**src/rtl/ilkn_ctrl_pkg.sv**
```systemverilog
// Shared state encodings, fail codes and defaults for the Interlaken run sequencer.
package ilkn_ctrl_pkg;

    typedef enum logic [3:0] {
        S_IDLE       = 4'd0,
        S_LOCK_WAIT  = 4'd1,
        S_ALIGN_WAIT = 4'd2,
        S_DRAIN_WAIT = 4'd3,
        S_RESTART    = 4'd4,
        S_BUSY_WAIT  = 4'd5,
        S_SEND_WAIT  = 4'd6,
        S_RECV_WAIT  = 4'd7,
        S_NEXT       = 4'd8,
        S_DONE       = 4'd9,
        S_FAIL       = 4'd10
    } state_t;

    localparam logic [2:0] FC_NONE     = 3'd0;
    localparam logic [2:0] FC_LOCK_TO  = 3'd1;
    localparam logic [2:0] FC_ALIGN_TO = 3'd2;
    localparam logic [2:0] FC_DRAIN_TO = 3'd3;
    localparam logic [2:0] FC_BUSY_TO  = 3'd4;
    localparam logic [2:0] FC_SEND_TO  = 3'd5;
    localparam logic [2:0] FC_RECV_TO  = 3'd6;
    localparam logic [2:0] FC_TRAFFIC  = 3'd7;

    localparam int unsigned TIMEOUT_DEFAULT = 32'h000F_FFFF;

    // Non-zero only for states that are guarded by the timeout counter.
    function automatic logic [2:0] timeout_code(input state_t s);
        case (s)
            S_LOCK_WAIT:  timeout_code = FC_LOCK_TO;
            S_ALIGN_WAIT: timeout_code = FC_ALIGN_TO;
            S_DRAIN_WAIT: timeout_code = FC_DRAIN_TO;
            S_BUSY_WAIT:  timeout_code = FC_BUSY_TO;
            S_SEND_WAIT:  timeout_code = FC_SEND_TO;
            S_RECV_WAIT:  timeout_code = FC_RECV_TO;
            default:      timeout_code = FC_NONE;
        endcase
    endfunction

endpackage

```
**src/rtl/ilkn_lat_stats.sv**
```systemverilog
// Burst latency statistics: last/min/max and a saturating sum, cleared at test start.
module ilkn_lat_stats #(
    parameter int LAT_W = 24,
    parameter int SUM_W = 32
) (
    input  logic             clk,
    input  logic             rst,
    input  logic             clr,
    input  logic             cap,
    input  logic [LAT_W-1:0] lat,
    output logic [LAT_W-1:0] lat_last,
    output logic [LAT_W-1:0] lat_min,
    output logic [LAT_W-1:0] lat_max,
    output logic [SUM_W-1:0] lat_sum
);

    logic [SUM_W:0] sum_ext;

    assign sum_ext = {1'b0, lat_sum} + (SUM_W+1)'(lat);

    always_ff @(posedge clk or posedge rst) begin
        if (rst) begin
            lat_last <= '0;
            lat_min  <= '1;
            lat_max  <= '0;
            lat_sum  <= '0;
        end else if (clr) begin
            lat_last <= '0;
            lat_min  <= '1;
            lat_max  <= '0;
            lat_sum  <= '0;
        end else if (cap) begin
            lat_last <= lat;
            if (lat < lat_min) lat_min <= lat;
            if (lat > lat_max) lat_max <= lat;
            lat_sum <= sum_ext[SUM_W] ? '1 : sum_ext[SUM_W-1:0];
        end
    end

endmodule

```
**src/rtl/ilkn_latency_run_ctrl.sv**
```systemverilog
// Run sequencer for the Interlaken driver/repeater pair: link bring-up supervision,
// restart-triggered bursts with per-burst latency measurement and a PM tick per run.
module ilkn_latency_run_ctrl
    import ilkn_ctrl_pkg::*;
#(
    parameter int unsigned TIMEOUT_CYCLES = TIMEOUT_DEFAULT,
    parameter int          LAT_W          = 24,
    parameter int          RUNS_W         = 8,
    parameter int          SUM_W          = 32
) (
    input  logic              init_clk,
    input  logic              sys_reset,
    input  logic              start,
    input  logic [RUNS_W-1:0] num_runs,
    input  logic              rx_gt_locked,
    input  logic              rx_aligned,
    input  logic              tx_done,
    input  logic              rx_done,
    input  logic              tx_busy,
    input  logic              rx_busy,
    input  logic              tx_fail,
    input  logic              rx_failed,
    output logic              lbus_tx_rx_restart,
    output logic              s_axi_pm_tick,
    output logic [3:0]        state_o,
    output logic [RUNS_W-1:0] run_cnt,
    output logic [LAT_W-1:0]  lat_last,
    output logic [LAT_W-1:0]  lat_min,
    output logic [LAT_W-1:0]  lat_max,
    output logic [SUM_W-1:0]  lat_sum,
    output logic              test_done,
    output logic              test_fail,
    output logic [2:0]        fail_code
);

    localparam int TO_W = (TIMEOUT_CYCLES > 1) ? $clog2(TIMEOUT_CYCLES) : 1;

    state_t            state, next_state;
    logic [2:0]        next_code;
    logic [TO_W-1:0]   to_cnt;
    logic [LAT_W-1:0]  lat_cnt;
    logic [RUNS_W-1:0] runs_target;
    logic              rst_meta, rst_int;
    logic              start_ok, timed_out, traffic_fail, link_watch, lat_cap;

    // Reset asserts immediately but releases two clocks later, in step with init_clk.
    always_ff @(posedge init_clk or posedge sys_reset) begin
        if (sys_reset) {rst_int, rst_meta} <= 2'b11;
        else           {rst_int, rst_meta} <= {rst_meta, 1'b0};
    end

    assign start_ok     = start && (state inside {S_IDLE, S_DONE, S_FAIL});
    assign timed_out    = (timeout_code(state) != FC_NONE) && (to_cnt == TO_W'(TIMEOUT_CYCLES - 1));
    assign traffic_fail = (tx_fail || rx_failed) && (state inside {S_BUSY_WAIT, S_SEND_WAIT, S_RECV_WAIT});
    assign link_watch   = state inside {S_DRAIN_WAIT, S_RESTART, S_BUSY_WAIT, S_SEND_WAIT, S_RECV_WAIT, S_NEXT};
    assign lat_cap      = (state == S_RECV_WAIT) && (next_state == S_NEXT);
    assign state_o      = state;

    always_comb begin
        next_state = state;
        next_code  = FC_NONE;
        case (state)
            S_IDLE, S_DONE, S_FAIL: if (start) next_state = S_LOCK_WAIT;
            S_LOCK_WAIT:  if (rx_gt_locked) next_state = S_ALIGN_WAIT;
            S_ALIGN_WAIT: if (rx_aligned) next_state = S_DRAIN_WAIT;
            S_DRAIN_WAIT: if (!tx_busy && !rx_busy) next_state = S_RESTART;
            S_RESTART:    next_state = S_BUSY_WAIT;
            S_BUSY_WAIT:  if (tx_busy && rx_busy) next_state = S_SEND_WAIT;
            S_SEND_WAIT:  if (tx_done) next_state = S_RECV_WAIT;
            S_RECV_WAIT:  if (rx_done) next_state = S_NEXT;
            S_NEXT:       next_state = (run_cnt + RUNS_W'(1) == runs_target) ? S_DONE : S_DRAIN_WAIT;
            default:      next_state = S_IDLE;
        endcase
        // Overrides in rising priority: timeout, link loss, traffic failure.
        if (timed_out && next_state == state) begin
            next_state = S_FAIL;
            next_code  = timeout_code(state);
        end
        if (link_watch && !rx_gt_locked) begin
            next_state = S_FAIL;
            next_code  = FC_LOCK_TO;
        end else if (link_watch && !rx_aligned) begin
            next_state = S_FAIL;
            next_code  = FC_ALIGN_TO;
        end
        if (traffic_fail) begin
            next_state = S_FAIL;
            next_code  = FC_TRAFFIC;
        end
    end

    always_ff @(posedge init_clk or posedge rst_int) begin
        if (rst_int) begin
            state              <= S_IDLE;
            lbus_tx_rx_restart <= 1'b0;
            s_axi_pm_tick      <= 1'b0;
            test_done          <= 1'b0;
            test_fail          <= 1'b0;
            fail_code          <= FC_NONE;
            run_cnt            <= '0;
            runs_target        <= RUNS_W'(1);
            to_cnt             <= '0;
            lat_cnt            <= '0;
        end else begin
            state              <= next_state;
            lbus_tx_rx_restart <= (next_state == S_RESTART);
            s_axi_pm_tick      <= (next_state == S_NEXT);
            test_done          <= (next_state == S_DONE);
            test_fail          <= (next_state == S_FAIL);

            if (start_ok) begin
                run_cnt     <= '0;
                fail_code   <= FC_NONE;
                runs_target <= (num_runs == '0) ? RUNS_W'(1) : num_runs;
            end else begin
                if (state == S_NEXT) run_cnt <= run_cnt + RUNS_W'(1);
                if (next_state == S_FAIL && state != S_FAIL) fail_code <= next_code;
            end

            if (next_state != state || timeout_code(state) == FC_NONE) to_cnt <= '0;
            else                                                         to_cnt <= to_cnt + TO_W'(1);

            // Counter reads 0 during the restart cycle and k on the k-th cycle after it.
            if (next_state == S_RESTART)
                lat_cnt <= '0;
            else if ((state inside {S_RESTART, S_BUSY_WAIT, S_SEND_WAIT, S_RECV_WAIT}) && lat_cnt != '1)
                lat_cnt <= lat_cnt + LAT_W'(1);
        end
    end

    ilkn_lat_stats #(
        .LAT_W (LAT_W),
        .SUM_W (SUM_W)
    ) u_stats (
        .clk      (init_clk),
        .rst      (rst_int),
        .clr      (start_ok),
        .cap      (lat_cap),
        .lat      (lat_cnt),
        .lat_last (lat_last),
        .lat_min  (lat_min),
        .lat_max  (lat_max),
        .lat_sum  (lat_sum)
    );

endmodule

```
**config.mk**
```make
export PLATFORM = sky130hd
export DESIGN_NAME = ilkn_latency_run_ctrl
export DESIGN_NICKNAME = d
export VERILOG_FILES = /design/src/rtl/ilkn_ctrl_pkg.sv /design/src/rtl/ilkn_lat_stats.sv /design/src/rtl/ilkn_latency_run_ctrl.sv
export SDC_FILE = /design/constraint.sdc
export NUM_CORES = 1
export LEC_CHECK = 0
export CAP_MARGIN = 15
export CORE_ASPECT_RATIO = 0.8
export CORE_MARGIN = 8
export CORE_UTILIZATION = 38
export DETAILED_ROUTE_END_ITERATION = 8
export HOLD_SLACK_MARGIN = 0.03
export PLACE_DENSITY = 0.69
export SYNTH_ARGS = -nofsm -noshare
export SYNTH_HDL_FRONTEND = slang
export SYNTH_HIERARCHICAL = 1
export SYNTH_SLANG_ARGS = --single-unit
```
**constraint.sdc**
```tcl
create_clock -name init_clk -period 6.5 [get_ports init_clk]
set_clock_uncertainty 0.15 [all_clocks]
set_input_delay 1.95 -clock init_clk [delete_from_list [all_inputs] [get_ports init_clk]]
set_output_delay 1.95 -clock init_clk [all_outputs]
set_load 0.02 [all_outputs]
```
Word level (Yosys, flattened, before mapping)
Cells that the tools add are included.
{ "totals": {"memories": 0, "latchBits": 0, "out_inout_bits": 123, "ramBits": 0, "romBits": 0, "reg_bits": 177, "input_bits": 19} }
{ "classes": {"n_eq_ne": 20, "multipliers": 0, "n_div": 0, "bitwise_logic": 0, "magnitude_cmp": 2, "n_shift": 0, "n_reduce_logical": 34, "mux": 37, "add_sub_neg": 4} }
{ "op_table": {"columns": ["op", "count"], "rows": [
  ["$mux 24", 10],
  ["$mux 32", 3],
  ["$mux 4", 12],
  ["$pmux 4 s9", 1],
  ["$add 32x24->33", 1],
  ["$add 24x1->24 const B", 1],
  ["$eq 4x4->1 const B", 6],
  ["$gt 24x24->1", 1],
  ["$lt 24x24->1", 1],
  ["$mux 8", 3],
  ["$ne 24x24->1 const B", 1],
  ["$add 20x1->20 const B", 1],
  ["$eq 20x20->1 const B", 1],
  ["$eq 4x3->1 const B", 5],
  ["$mux 20", 1],
  ["$mux 3", 6],
  ["$pmux 3 s6", 1],
  ["$reduce_bool 2->1", 6],
  ["$logic_and 1x1->1", 11],
  ["$reduce_bool 3->1", 3],
  ["$add 8x1->8 const B", 1],
  ["$eq 4x2->1 const B", 2],
  ["$eq 8x8->1", 1],
  ["$logic_not 8->1", 1],
  ["other kinds (12)", 17]
]} }

Depth between registers and ports, before layout
Gate-level depths: netlist of the first run.
{ "logic_depth": {"ltp_word": 14, "ltp_mapped": 17} }

Modules after synthesis
The synthesis of the first run kept the hierarchy.
{ "modules_own_cells": {"columns": ["mod", "area_each_um2", "instances", "cells_each", "seq_area_each_um2"], "rows": [
  ["ilkn_lat_stats", 6775.2, 1, 712, 2632.5],
  ["ilkn_latency_run_ctrl", 3948.8, 1, 423, 1830.5]
]} }

Worst setup path after synthesis of the first run
OpenSTA, ideal clock, no wires.
{ "synth_path": {"kind": "input-to-reg", "startpoint": "input port rx_busy", "endpoint": "register u_stats.lat_last[16]", "required_ps": 6218, "path_stages": 12, "setup_slack_ps": 1274, "arrival_time_ps": 4944, "setup_ps": 132, "n_path_buf": 3, "path_cell_list": "or2_2 > a32o_1 > a2111oi_4 > mux2_4 > nor2_4 > nand2_1 > nor2_1 > clkbuf_1 > clkbuf_1 > buf_1 > mux2i_1 > nor2_1"} }
{ "synth_via": {"elab_chain_cells": 13, "elab_cells_between_ends": 15, "classes_between": "2 x eq/ne; 7 x mux; 6 x reduce/logical"} }
{ "synth_lines": {"columns": ["element", "line_no", "text"], "rows": [
  ["start: declaration", "ilkn_latency_run_ctrl.sv:20", "input logic rx_busy,"],
  ["$logic_not 1->1", "ilkn_latency_run_ctrl.sv:66", "S_DRAIN_WAIT: if (!tx_busy && !rx_busy) next_state = S_RESTART;"],
  ["$logic_and 1x1->1", "ilkn_latency_run_ctrl.sv:66", null],
  ["$mux 4", "ilkn_latency_run_ctrl.sv:66", null],
  ["$pmux 4 s9 (*)", "ilkn_latency_run_ctrl.sv:62", "case (state)"],
  ["$eq 4x4->1", "ilkn_latency_run_ctrl.sv:75", "if (timed_out && next_state == state) begin"],
  ["$logic_and 1x1->1", "ilkn_latency_run_ctrl.sv:75", null],
  ["$mux 4 (*)", "ilkn_latency_run_ctrl.sv:75", null],
  ["$mux 4 (*)", "ilkn_latency_run_ctrl.sv:82", "end else if (link_watch && !rx_aligned) begin"],
  ["$mux 4 (*)", "ilkn_latency_run_ctrl.sv:79", "if (link_watch && !rx_gt_locked) begin"],
  ["$mux 4 (*)", "ilkn_latency_run_ctrl.sv:86", "if (traffic_fail) begin"],
  ["named net next_state[1]", "ilkn_latency_run_ctrl.sv:38", "state_t state, next_state;"],
  ["$eq 4x4->1 (*)", "ilkn_latency_run_ctrl.sv:56", "assign lat_cap = (state == S_RECV_WAIT) && (next_state == S_NEXT);"],
  ["$logic_and 1x1->1 (*)", "ilkn_latency_run_ctrl.sv:56", null],
  ["named net lat_cap", "ilkn_latency_run_ctrl.sv:44", "logic start_ok, timed_out, traffic_fail, link_watch, lat_cap;"],
  ["$reduce_bool 2->1 (no line) (*)", null, null],
  ["end signal: assignment", "ilkn_lat_stats.sv:33", "lat_last <= lat;"],
  ["end: declaration", "ilkn_lat_stats.sv:11", "output logic [LAT_W-1:0] lat_last,"]
]} }
The timed path passes the listed nets; every way through them passes the cells marked *.
A chain may end at the register's enable or synchronous reset.

Worst setup path after layout of the first run
{ "layout_path": {"startpoint": "input port start", "endpoint": "register u_stats.lat_sum[26]"} }
{ "layout_via": {"elab_chain_cells": 11, "elab_cells_between_ends": 13, "classes_between": "2 x eq/ne; 7 x mux; 4 x reduce/logical"} }
{ "layout_lines": {"columns": ["element", "line_no", "text"], "rows": [
  ["start: declaration", "ilkn_latency_run_ctrl.sv:13", "input logic start,"],
  ["$mux 4 (*)", "ilkn_latency_run_ctrl.sv:63", "S_IDLE, S_DONE, S_FAIL: if (start) next_state = S_LOCK_WAIT;"],
  ["$pmux 4 s9 (*)", "ilkn_latency_run_ctrl.sv:62", null],
  ["$eq 4x4->1", "ilkn_latency_run_ctrl.sv:75", null],
  ["$logic_and 1x1->1", "ilkn_latency_run_ctrl.sv:75", null],
  ["$mux 4 (*)", "ilkn_latency_run_ctrl.sv:75", null],
  ["$mux 4 (*)", "ilkn_latency_run_ctrl.sv:82", null],
  ["$mux 4 (*)", "ilkn_latency_run_ctrl.sv:79", null],
  ["$mux 4 (*)", "ilkn_latency_run_ctrl.sv:86", null],
  ["named net next_state[1]", "ilkn_latency_run_ctrl.sv:38", null],
  ["$eq 4x4->1 (*)", "ilkn_latency_run_ctrl.sv:56", null],
  ["$logic_and 1x1->1 (*)", "ilkn_latency_run_ctrl.sv:56", null],
  ["named net lat_cap", "ilkn_latency_run_ctrl.sv:44", null],
  ["$reduce_bool 2->1 (no line) (*)", null, null],
  ["end signal: assignment", "ilkn_lat_stats.sv:36", "lat_sum <= sum_ext[SUM_W] ? '1 : sum_ext[SUM_W-1:0];"],
  ["end: declaration", "ilkn_lat_stats.sv:14", "output logic [SUM_W-1:0] lat_sum"]
]} }
Marks and branches as above.

==> reports/summary.txt, run 1 <==
STATUS
--------------------------------------------------------------------------------
Status ............................................................ complete, no violations

SYNTHESIS
--------------------------------------------------------------------------------
Commonest register cell after synthesis ........................... sky130_fd_sc_hd__dfrtp_1
Area of the mapped netlist ........................................  10,720 um^2
Number of enable-type register cells in the synthesized netlist ...            0
Warnings from Yosys ...............................................            6
Number of nets in the synthesized netlist .........................        1,230
Async set or reset register ratio after synthesis .................       100.0%
Largest cells by area after synthesis ............................. sky130_fd_sc_hd__dfrtp_1, sky130_fd_sc_hd__ha_1, sky130_fd_sc_hd__nor2_1
Number of standard cells after synthesis ..........................        1,135
Area share of the largest cell type after synthesis ...............       35.00%
Post-synthesis sequential area ratio ..............................       41.62%
Mean area per synthesized cell ....................................   9.448 um^2
Post-synth top area cell .......................................... sky130_fd_sc_hd__dfrtp_1
Flop and latch count out of synthesis .............................          177
Post-synth cell types .............................................           87

PWR
--------------------------------------------------------------------------------
Maximum vdd drop ..................................................    0.2163 mV
Overall power after layout ........................................     6.217 mW
Pwr per Cell Area ................................................. 480.3 nW/um^2
Leak Pwr ..........................................................     5.895 nW

DIE
--------------------------------------------------------------------------------
Core area .........................................................  28,010 um^2
Number of top-level pins ..........................................          142
Row cnt ...........................................................           55
Y dimension of the die ............................................     166.3 um
Width of the die ..................................................     203.8 um
Die ar. ...........................................................  33,890 um^2
Initial standard-cell utilization of the core .....................       38.29%

CLOCK NETWORK
--------------------------------------------------------------------------------
Cts bufs inserted .................................................           17
CTS tree ..........................................................         done
Number of cells upsized or downsized after cts ....................            0
Max clock buf depth ...............................................            2
Hold bufs inserted after CTS ......................................            0
Clk Latency, worst-skew pair ......................................      0.42 ns
Reg clk slew, reported paths ......................................      0.07 ns
H-tree depth reported by CTS ......................................            4
CTS sink cnt ......................................................          177
# Post-CTS Setup Buffers ..........................................            0
Clock root buffer master .......................................... sky130_fd_sc_hd__clkbuf_16

WORST SETUP PATH
--------------------------------------------------------------------------------
Max FO, Critical Path .............................................           48
Reg-to-reg critical path endpoint ................................. u_stats/lat_sum[26]
Type of element launching the critical path .......................    input pin
Startpoint of the lowest-slack register-to-register path ..........   state_o[0]
CP Capture Type ...................................................    flip-flop
Worst Path Arrival ................................................      5.61 ns
Data required, critical path ......................................      6.60 ns
Type of the worst setup path ......................................    in -> reg
Number of cells traversed by the worst register-to-register path ..           12
Register-to-register path setup slack .............................      2.09 ns

PLACE
--------------------------------------------------------------------------------
HPWL after detailed placement .....................................     20.68 mm
Cells after DPL ...................................................        1,610
Placer Congestion .................................................       0.8864
Quantity of I/O buffers inserted on ports .........................          141
Worst-case setup slack after placement ............................    0.5632 ns

ROUTE
--------------------------------------------------------------------------------
Violation count after the first detailed-route iteration ..........          686
Routed via count ..................................................        8,746
Total DRC errors in the routed layout .............................            0
Number of routed nets with antenna violations .....................            0
Post-detailed-route via-to-cell ratio .............................        5.333
Total Routed Length ...............................................     28.68 mm
Post-detailed-route wirelength per cell ...........................     17.49 um
DR pass1 iterations ...............................................            6

TIMING
--------------------------------------------------------------------------------
Final TNS setup ...................................................         0 ns
Unrepaired setup endpoints after global routing ...................           no
Final setup violation count .......................................            0
Transition time of the tightest slew-check pin ....................     1.040 ns
Hold violation total from the final report ........................            0
Part of the cycle the worst path needs ............................       84.68%
Final critical delay including setup and external delays ..........     5.505 ns
Post-route setup slack ............................................    0.9955 ns
Max Fclk ..........................................................    181.7 MHz
Number of max-slew violations in the final report .................            0
Relative slew margins .............................................       30.70%

GLOBAL ROUTE
--------------------------------------------------------------------------------
Number of antenna violations at the first check in global routing .            0
Global Route Usage Sum ............................................       16.86%
Maximum number of pins on one net before global-route repair ......           99
Vias in the first global route ....................................        8,676
First-pass GRT wire length ........................................     47.06 mm
GR Overflow Total .................................................            0

FINISH
--------------------------------------------------------------------------------
Final std cells w/o fill ..........................................        1,640
Leading cell type in the layout, fill and taps excluded ........... sky130_fd_sc_hd__nor2_1
Commonest cells after routing, fill and taps aside ................ sky130_fd_sc_hd__nor2_1, sky130_fd_sc_hd__dfrtp_1, sky130_fd_sc_hd__clkdlybuf4s50_1
Antenna diode instance count ......................................            0
Area grow syn2layout ..............................................       20.71%
Nets@finish .......................................................        1,354
Share of post-route cells with drive strength above 1 .............       6.614%

WORST HOLD PATH
--------------------------------------------------------------------------------
Worst Hold Launch .................................................     rst_meta
Cell count of the worst hold path .................................            0
Worst Hold Path EP ................................................      rst_int
Hold Crit Class ...................................................   reg -> reg

FLOW RUN
--------------------------------------------------------------------------------
Total of max-cap violations .......................................            0

[critical path: stages]
cell	delay (ns)
sky130_fd_sc_hd__clkdlybuf4s50_1	0.45
sky130_fd_sc_hd__or3b_1	0.18
sky130_fd_sc_hd__o32a_1	0.48
sky130_fd_sc_hd__clkinv_8	0.09
sky130_fd_sc_hd__a2111oi_4	0.39
sky130_fd_sc_hd__mux2_4	0.38
sky130_fd_sc_hd__nor2_4	0.12
sky130_fd_sc_hd__nand2_1	0.15
sky130_fd_sc_hd__nor2_4	0.24
sky130_fd_sc_hd__buf_12	0.28
sky130_fd_sc_hd__a21boi_1	0.45
sky130_fd_sc_hd__nor2b_1	0.30
sky130_fd_sc_hd__a211oi_1	0.12
[logic make-up (layout without fill, tap and decap cells)]
kind of cell | after synthesis | in the layout | synth area share (%)
AND/OR/NAND/NOR | 437 | 437 | 19.04
AO/OA/AOI/OAI | 183 | 183 | 12.26
flip-flops | 177 | 177 | 41.62
buffers and inverters | 108 | 243 | 4.667
multiplexers | 77 | 77 | 7.234
adder cells (fa/ha/maj) | 76 | 76 | 8.937
XOR/XNOR | 76 | 76 | 6.207
other | 1 | 1 | 0.03497
[report_power, final]
| group | internal [mW] | switching [mW] | leakage [nW] |
|---|---|---|---|
| registers | 1.52 | 0.589 | 2.30 |
| clock network | 0.505 | 0.421 | 0.239 |
| logic | 1.40 | 1.79 | 3.36 |
[registers in the layout, indices dropped and copies added, names as in the netlist, 3 cells and up]
register,flops
state_o,4
u_stats/lat_min,24
runs_target,8
fail_code,3
u_stats/lat_last,24
u_stats/lat_max,24
to_cnt,20
u_stats/lat_sum,32
lat_cnt,24
run_cnt,8
[through the flow]
step	area, um^2	hold slack [ns]	utilization (%)
floorplan	10720	0.1952	-
global placement	12440	0.1961	44.40
detailed placement	12440	0.1979	44.40
CTS	12940	0.2072	46.22
global route	12940	0.2103	46.22
finish	12940	0.2061	46.22
[metal layers]
layer	GRT usage (%)	vias up	share of wire, %
met5	0	-	0
met1	23.73	4268	49
met3	3.685	25	5.7
met2	25.76	228	44
li1	-	4225	-
met4	4.440	0	1.5
[worst max path at each step]
stage          cells after the start                   end  startpoint
6_report                          13   u_stats/lat_sum[26]       start
5_1_grt                           13   u_stats/lat_sum[26]       start
4_1_cts                           13   u_stats/lat_sum[30]       start
3_5_place_dp                      13   u_stats/lat_sum[30]       start
3_3_place_gp                      14   u_stats/lat_sum[28]       start
2_1_floorplan                     12  u_stats/lat_last[16]     rx_busy
[cell usage after synthesis (all sizes together) (12+ instances only)]
library cell and number:
a211oi 12, a21o 24, a21oi 49, a311oi 16, and3 15, buf 21, clkbuf 24, dfrtp 150
dfstp 27, ha 75, inv 62, mux2i 76, nand2 80, nand3 33, nand4 17, nor2 207
nor2b 13, nor3 22, o21ai 29, xnor2 30, xor2 46
[cell type report]
type                            instances  area [um^2]
Timing Repair Buffer                  150         1491
Clock inverter                          5        32.53
Inverter                               63        251.5
Multi-Input combinational cell        850         5768
Clock buffer                           25        475.5
Tap cell                              370        462.9
Sequential cell                       177         4463
Fill cell                            2627        15060
Power figures use the tool's default switching activity.
==> inputs of run 2 (changes only) <==
--- a/config.mk
+++ b/config.mk
@@ -11,7 +11,7 @@
 export CORE_UTILIZATION = 38
 export DETAILED_ROUTE_END_ITERATION = 8
 export HOLD_SLACK_MARGIN = 0.03
-export PLACE_DENSITY = 0.69
+export PLACE_DENSITY = 0.71
 export SYNTH_ARGS = -nofsm -noshare
 export SYNTH_HDL_FRONTEND = slang
 export SYNTH_HIERARCHICAL = 1
==> constraint.sdc (replaced) <==
create_clock -name init_clk -period 4.7 [get_ports init_clk]
set_clock_uncertainty 0.15 [all_clocks]
set_input_delay 1.41 -clock init_clk [delete_from_list [all_inputs] [get_ports init_clk]]
set_output_delay 1.41 -clock init_clk [all_outputs]
set_load 0.02 [all_outputs]
==> run 2 against run 1 <==
Final area up 1.6%. Via count up 0.61%. First-iteration DRC count down 1.0%. Clock power up 57%. Register-to-register slack worse by 1.1 ns. Largest power group unchanged.
==> reports/summary.txt, run 2 (same netlist as run 1, synthesis figures left out) <==
FINISH
----------------------------------------------------------------------------------
Share of post-route cells with drive strength above 1 ...............       8.093%   +1.5 points
Final std cells w/o fill ............................................        1,655   +0.91%
Nets@finish .........................................................        1,367   +0.96%
Largest register by flop count ...................................... u_stats/lat_sum
Commonest cells after routing, fill and taps aside .................. sky130_fd_sc_hd__nor2_1, sky130_fd_sc_hd__dfrtp_1, sky130_fd_sc_hd__clkdlybuf4s50_1
Leading cell type in the layout, fill and taps excluded ............. sky130_fd_sc_hd__nor2_1
Antenna diode instance count ........................................            0   unchanged
Final Instance Area .................................................  13,160 um^2   +1.6%
Flip-flop count of the largest register, all copies and words added .           32   unchanged
Total of fill cells in the finished design ..........................        2,610   -0.65%
Area grow syn2layout ................................................       22.67%

WORST SETUP PATH
----------------------------------------------------------------------------------
Worst Path Arrival ..................................................      4.51 ns   -1.10 ns
Max FO, Critical Path ...............................................           24   -50%
CP Capture Type .....................................................    flip-flop
Type of element launching the critical path .........................    input pin
Type of the worst setup path ........................................    in -> reg
Data required, critical path ........................................      4.89 ns   -1.71 ns

CLOCK NETWORK
----------------------------------------------------------------------------------
Max clock buf depth .................................................            2   unchanged
Cts bufs inserted ...................................................           17   unchanged
H-tree depth reported by CTS ........................................            4   unchanged
CTS tree ............................................................         done
Clock root buffer master ............................................ sky130_fd_sc_hd__clkbuf_16
Reg clk slew, reported paths ........................................      0.07 ns   about the same
Hold bufs inserted after CTS ........................................            0   unchanged
Clk Latency, worst-skew pair ........................................      0.43 ns   about the same
CTS sink cnt ........................................................          177   unchanged
# Post-CTS Setup Buffers ............................................            0   unchanged
Number of cells upsized or downsized after cts ......................            0   unchanged

TIMING
----------------------------------------------------------------------------------
Final TNS setup .....................................................         0 ns   unchanged
Relative slew margins ...............................................       34.09%   +3.4 points
Post-route setup slack ..............................................    0.3749 ns   -0.6206 ns
Number of max-slew violations in the final report ...................            0   unchanged
Hold violation total from the final report ..........................            0   unchanged
Transition time of the tightest slew-check pin ......................    0.9872 ns   -0.05231 ns
Final setup violation count .........................................            0   unchanged
Final critical delay including setup and external delays ............     4.325 ns
Part of the cycle the worst path needs ..............................       92.02%
Max Fclk ............................................................    231.2 MHz
Unrepaired setup endpoints after global routing .....................           no

GLOBAL ROUTE
----------------------------------------------------------------------------------
Vias in the first global route ......................................        8,739   +0.73%
Global Route Usage Sum ..............................................       17.07%   +0.21 points
Number of antenna violations at the first check in global routing ...            0   unchanged
GR Overflow Total ...................................................            0   unchanged
Maximum number of pins on one net before global-route repair ........           81   -18%
First-pass GRT wire length ..........................................     47.58 mm   +1.1%

ROUTE
----------------------------------------------------------------------------------
Violation count after the first detailed-route iteration ............          679   -1.0%
Total Routed Length .................................................     29.13 mm   +1.6%
Post-detailed-route wirelength per cell .............................     17.60 um   +0.65%
Number of routed nets with antenna violations .......................            0   unchanged
DR pass1 iterations .................................................            7   +1
Total DRC errors in the routed layout ...............................            0   unchanged
Post-detailed-route via-to-cell ratio ...............................        5.317   -0.31%
Routed via count ....................................................        8,799   +0.61%

PLACE
----------------------------------------------------------------------------------
Cells after DPL .....................................................        1,623   +0.81%
Placer Congestion ...................................................       0.9075   +2.4%
DP Area .............................................................  12,560 um^2   +0.99%
Worst-case setup slack after placement ..............................  -0.06645 ns   -0.6296 ns
Quantity of I/O buffers inserted on ports ...........................          141   unchanged
HPWL after detailed placement .......................................     21.19 mm   +2.5%

DIE
----------------------------------------------------------------------------------
Die ar. .............................................................  33,890 um^2   unchanged
Width of the die ....................................................     203.8 um   unchanged
Row cnt .............................................................           55   unchanged
Number of top-level pins ............................................          142   unchanged
Initial standard-cell utilization of the core .......................       38.29%   unchanged
Y dimension of the die ..............................................     166.3 um   unchanged
Core area ...........................................................  28,010 um^2   unchanged

PWR
----------------------------------------------------------------------------------
Maximum vdd drop ....................................................    0.3839 mV   +77%
Pwr per Cell Area ................................................... 674.3 nW/um^2   +40%
Leak Pwr ............................................................     6.017 nW   +2.1%

STATUS
----------------------------------------------------------------------------------
Status .............................................................. complete, no violations

WORST HOLD PATH
----------------------------------------------------------------------------------
Hold Crit Class .....................................................   reg -> reg

FLOW RUN
----------------------------------------------------------------------------------
Total of max-cap violations .........................................            0   unchanged

[run 2: cell types whose count changed in the layout (fill, tap and decap cells not counted), sizes merged]
cell      delta
buf         +13
bufinv       +3
clkbuf       -7
clkinv       +7
clkinvlp     -2
inv          +1
[run 2: layout make-up]
type	count	area, um^2	area share, %
multi-input cells	850	5768	43.85
flip-flops and latches	177	4463	33.93
repair buffers	163	1614	12.27
well taps	370	462.9	3.519
clock buffers	18	429.2	3.262
inverters	63	251.5	1.912
clock inverters	14	166.4	1.265
[run 2: per-stage QoR]
stage,utilization [%],power (mW),hold slack [ns]
2_1_floorplan,-,5.674,0.1952
3_3_place_gp,44.84,7.264,0.1958
3_5_place_dp,44.84,7.408,0.1976
4_1_cts,46.97,8.920,0.2077
5_1_grt,46.97,9.518,0.2097
6_report,46.97,8.871,0.2061
[run 2: worst paths after layout]
| path | start | to | slack [ns] | cells past startpoint |
|---|---|---|---|---|
| max | rx_busy | u_stats/lat_min[9] | 0.37 | 13 |
| min | rst_meta | rst_int | 0.21 | 0 |
| min reg2reg | rst_meta | rst_int | 0.21 | 0 |
| max reg2reg | state_o[1] | u_stats/lat_min[9] | 1.00 | 12 |
| min in group asynchronous | rst_int | u_stats/lat_max[18] | 0.30 | 1 |
| max in group asynchronous | rst_int | u_stats/lat_min[5] | 3.03 | 2 |
[run 2: critical path: stages]
cell and delay (ns):
sky130_fd_sc_hd__clkdlybuf4s50_1 0.42, sky130_fd_sc_hd__or2_2 0.33, sky130_fd_sc_hd__a32o_1 0.28, sky130_fd_sc_hd__a2111oi_4 0.32, sky130_fd_sc_hd__mux2_4 0.37, sky130_fd_sc_hd__nor2_4 0.09, sky130_fd_sc_hd__nand2_1 0.10, sky130_fd_sc_hd__nor2_4 0.16
sky130_fd_sc_hd__nand3b_1 0.10, sky130_fd_sc_hd__nor3_1 0.23, sky130_fd_sc_hd__o31a_1 0.23, sky130_fd_sc_hd__buf_12 0.23, sky130_fd_sc_hd__mux2i_1 0.23
[run 2: per-layer routing]
layer,GRT usage [%],share of wire (%),up-vias
met4,4.912,2.0,0
met3,4.504,6.5,28
li1,-,-,4250
met5,0,0,-
met2,25.99,44,238
met1,23.45,47,4283
[run 2: power by group]
group	switching (mW)	internal, mW	total, mW	leakage (nW)
clock network	0.617	0.837	1.45	0.294
logic	2.53	1.99	4.52	3.43
registers	0.799	2.10	2.90	2.30
==> inputs of run 3 (changes only) <==
--- a/config.mk
+++ b/config.mk
@@ -12,6 +12,7 @@
 export DETAILED_ROUTE_END_ITERATION = 8
 export HOLD_SLACK_MARGIN = 0.03
 export PLACE_DENSITY = 0.71
+export SETUP_SLACK_MARGIN = 0.4
 export SYNTH_ARGS = -nofsm -noshare
 export SYNTH_HDL_FRONTEND = slang
 export SYNTH_HIERARCHICAL = 1
==> run 3 against run 2 <==
Hold slack worse by 0.0099 ns. Highest routed layer unchanged. Largest power group unchanged. Combinational power hardly changed. First-iteration DRC count is 4.9% higher. Non-clock buffer count is 5 higher. Final cell count is 0.30% higher. Critical path type unchanged. Register-to-register slack better by 0.14 ns. Utilization is 0.31 points higher. Via count is 1.3% higher. Final area is 0.66% higher. Clock power hardly changed.
==> reports/summary.txt, run 3 (same netlist as run 1, synthesis figures left out) <==
STATUS
----------------------------------------------------------------------------------
Status .............................................................. complete, no violations

CLOCK NETWORK
----------------------------------------------------------------------------------
CTS sink cnt ........................................................          177   unchanged
Reg clk slew, reported paths ........................................      0.07 ns   about the same
CTS tree ............................................................         done
Clk Latency, worst-skew pair ........................................      0.44 ns   about the same
H-tree depth reported by CTS ........................................            4   unchanged
Max clock buf depth .................................................            2   unchanged
Clock root buffer master ............................................ sky130_fd_sc_hd__clkbuf_16
Cts bufs inserted ...................................................           17   unchanged

WORST SETUP PATH
----------------------------------------------------------------------------------
CP Capture Type .....................................................    flip-flop
Worst Path Arrival ..................................................      4.37 ns   -0.14 ns
Type of element launching the critical path .........................    input pin
Type of the worst setup path ........................................    in -> reg
Max FO, Critical Path ...............................................           12   -50%
Data required, critical path ........................................      4.90 ns   about the same

PLACE
----------------------------------------------------------------------------------
Placer Congestion ...................................................       0.9062   -0.14%
HPWL after detailed placement .......................................     21.18 mm   about the same
Quantity of I/O buffers inserted on ports ...........................          141   unchanged

FINISH
----------------------------------------------------------------------------------
Largest register by flop count ...................................... u_stats/lat_sum
Nets@finish .........................................................        1,372   +0.37%
Commonest cells after routing, fill and taps aside .................. sky130_fd_sc_hd__nor2_1, sky130_fd_sc_hd__dfrtp_1, sky130_fd_sc_hd__clkdlybuf4s50_1
Total of fill cells in the finished design ..........................        2,593   -0.65%
Flip-flop count of the largest register, all copies and words added .           32   unchanged
Register area .......................................................    4463 um^2   unchanged
Area of the multi-input gates .......................................    5786 um^2   +0.30%
Final core occ ......................................................       47.28%   +0.31 points
Area grow syn2layout ................................................       23.47%
Antenna diode instance count ........................................            0   unchanged
Share of post-route cells with drive strength above 1 ...............       8.527%   +0.43 points
Leading cell type in the layout, fill and taps excluded ............. sky130_fd_sc_hd__nor2_1

TIMING
----------------------------------------------------------------------------------
Unrepaired setup endpoints after global routing .....................           no
Hold violation total from the final report ..........................            0   unchanged
Final setup violation count .........................................            0   unchanged
Worst hold slack ....................................................    0.1962 ns   -0.009916 ns
Number of max-slew violations in the final report ...................            0   unchanged
Part of the cycle the worst path needs ..............................       88.75%   -3.3 points
Relative slew margins ...............................................       35.08%   +0.99 points
Max Fclk ............................................................    239.7 MHz   +3.7%
Final critical delay including setup and external delays ............     4.171 ns   -0.1537 ns
Transition time of the tightest slew-check pin ......................    0.9649 ns   -0.02234 ns

DIE
----------------------------------------------------------------------------------
Width of the die ....................................................     203.8 um   unchanged
Initial standard-cell utilization of the core .......................       38.29%   unchanged
Row cnt .............................................................           55   unchanged
Core area ...........................................................  28,010 um^2   unchanged
Number of top-level pins ............................................          142   unchanged
Y dimension of the die ..............................................     166.3 um   unchanged
Die ar. .............................................................  33,890 um^2   unchanged

GLOBAL ROUTE
----------------------------------------------------------------------------------
Global Route Usage Sum ..............................................       17.13%   +0.057 points
First-pass GRT wire length ..........................................     47.53 mm   about the same
Maximum number of pins on one net before global-route repair ........           91   +12%
Vias in the first global route ......................................        8,734   -0.057%
Number of antenna violations at the first check in global routing ...            0   unchanged
GR Overflow Total ...................................................            0   unchanged

WORST HOLD PATH
----------------------------------------------------------------------------------
Hold Crit Class ..................................................... reg -> async

ROUTE
----------------------------------------------------------------------------------
Violation count after the first detailed-route iteration ............          712   +4.9%
Post-detailed-route via-to-cell ratio ...............................        5.371   +1.0%
Post-detailed-route wirelength per cell .............................     17.77 um   +0.96%
Routed via count ....................................................        8,916   +1.3%
Total DRC errors in the routed layout ...............................            0   unchanged
Total Routed Length .................................................     29.50 mm   +1.3%
DR pass1 iterations .................................................            5   -2
Number of routed nets with antenna violations .......................            0   unchanged

FLOW RUN
----------------------------------------------------------------------------------
Total of max-cap violations .........................................            0   unchanged

PWR
----------------------------------------------------------------------------------
Pwr per Cell Area ................................................... 671.8 nW/um^2   -0.37%
Maximum vdd drop ....................................................    0.2898 mV   -25%
Leak Pwr ............................................................     6.062 nW   +0.75%

==> run 3: cell count changes in the layout (fill, tap and decap cells not counted), sizes merged <==
cell,change
inv,+2
clkinv,-4
bufinv,-1
buf,+5
clkbuf,+3
==> run 3: worst max-delay path, cell delays in order <==
cell and delay, ns:
sky130_fd_sc_hd__clkdlybuf4s50_1 0.49, sky130_fd_sc_hd__or3b_1 0.37, sky130_fd_sc_hd__o32a_4 0.36, sky130_fd_sc_hd__clkinv_8 0.06, sky130_fd_sc_hd__a2111oi_4 0.04, sky130_fd_sc_hd__mux2_4 0.34
sky130_fd_sc_hd__nor2_4 0.08, sky130_fd_sc_hd__nand2_1 0.10, sky130_fd_sc_hd__nor2_4 0.18, sky130_fd_sc_hd__nand3b_1 0.12, sky130_fd_sc_hd__nor3_2 0.14, sky130_fd_sc_hd__o31a_1 0.18
sky130_fd_sc_hd__buf_4 0.13, sky130_fd_sc_hd__buf_12 0.16, sky130_fd_sc_hd__mux2i_1 0.21
==> run 3: report_power, final <==
part           switching [mW]  total [mW]  internal, mW  leakage, nW
combinational            2.53        4.54          2.01         3.48
clock                   0.640        1.46         0.819        0.288
sequential              0.805        2.90          2.10         2.30
total                    3.97        8.90          4.92         6.06
==> run 3: routing by layer <==
layer	wire length [um]	track usage, %	vias up
li1	-	-	4275
met1	13950	23.71	4352
met2	13100	25.99	259
met3	1900	4.523	30
met4	541	4.660	0
met5	0	0	-
==> run 3: final cells by class <==
class                           instances  area share [%]
Timing Repair Buffer                  168           12.75
Inverter                               63           1.899
Multi-Input combinational cell        850           43.69
Clock buffer                           21           3.477
Sequential cell                       177           33.71
Clock inverter                         11          0.9827
Tap cell                              370           3.496
==> run 3: repair_timing <==
action,in CTS,in global routing
resized for setup,1,4
endpoints found under the setup margin,26,33
cloned,1,0
buffers inserted,3,1
pin swaps,2,3
hold buffers,0,0
hold endpoints to repair,0,0
==> run 3: final timing paths <==
check | cells past startpoint | startpoint | endpoint | slack (ns)
worst min register to register | 1 | rst_int | lat_cnt[21] | 0.20
worst max-delay path | 15 | start | u_stats/lat_min[1] | 0.53
max in group asynchronous | 2 | rst_int | u_stats/lat_sum[4] | 3.08
min in group init_clk | 0 | rst_meta | rst_int | 0.21
worst max register to register | 13 | state_o[1] | u_stats/lat_min[1] | 1.14
worst min-delay path | 1 | rst_int | lat_cnt[21] | 0.20
==> run 3: through the flow <==
step / setup WS (ns) / instance area (um^2) / cells / power [mW] / setup TNS (ns)
floorplan: 0.4383 / 10730 / 1135 / 5.674 / 0
global placement: 0.03900 / 12570 / 1623 / 7.265 / 0
detailed placement: -0.1501 / 12570 / 1623 / 7.389 / -3.291
CTS: 0.3897 / 13220 / 1659 / 8.927 / 0
global route: 0.3941 / 13240 / 1660 / 9.518 / 0
finish: 0.5286 / 13240 / 1660 / 8.896 / 0
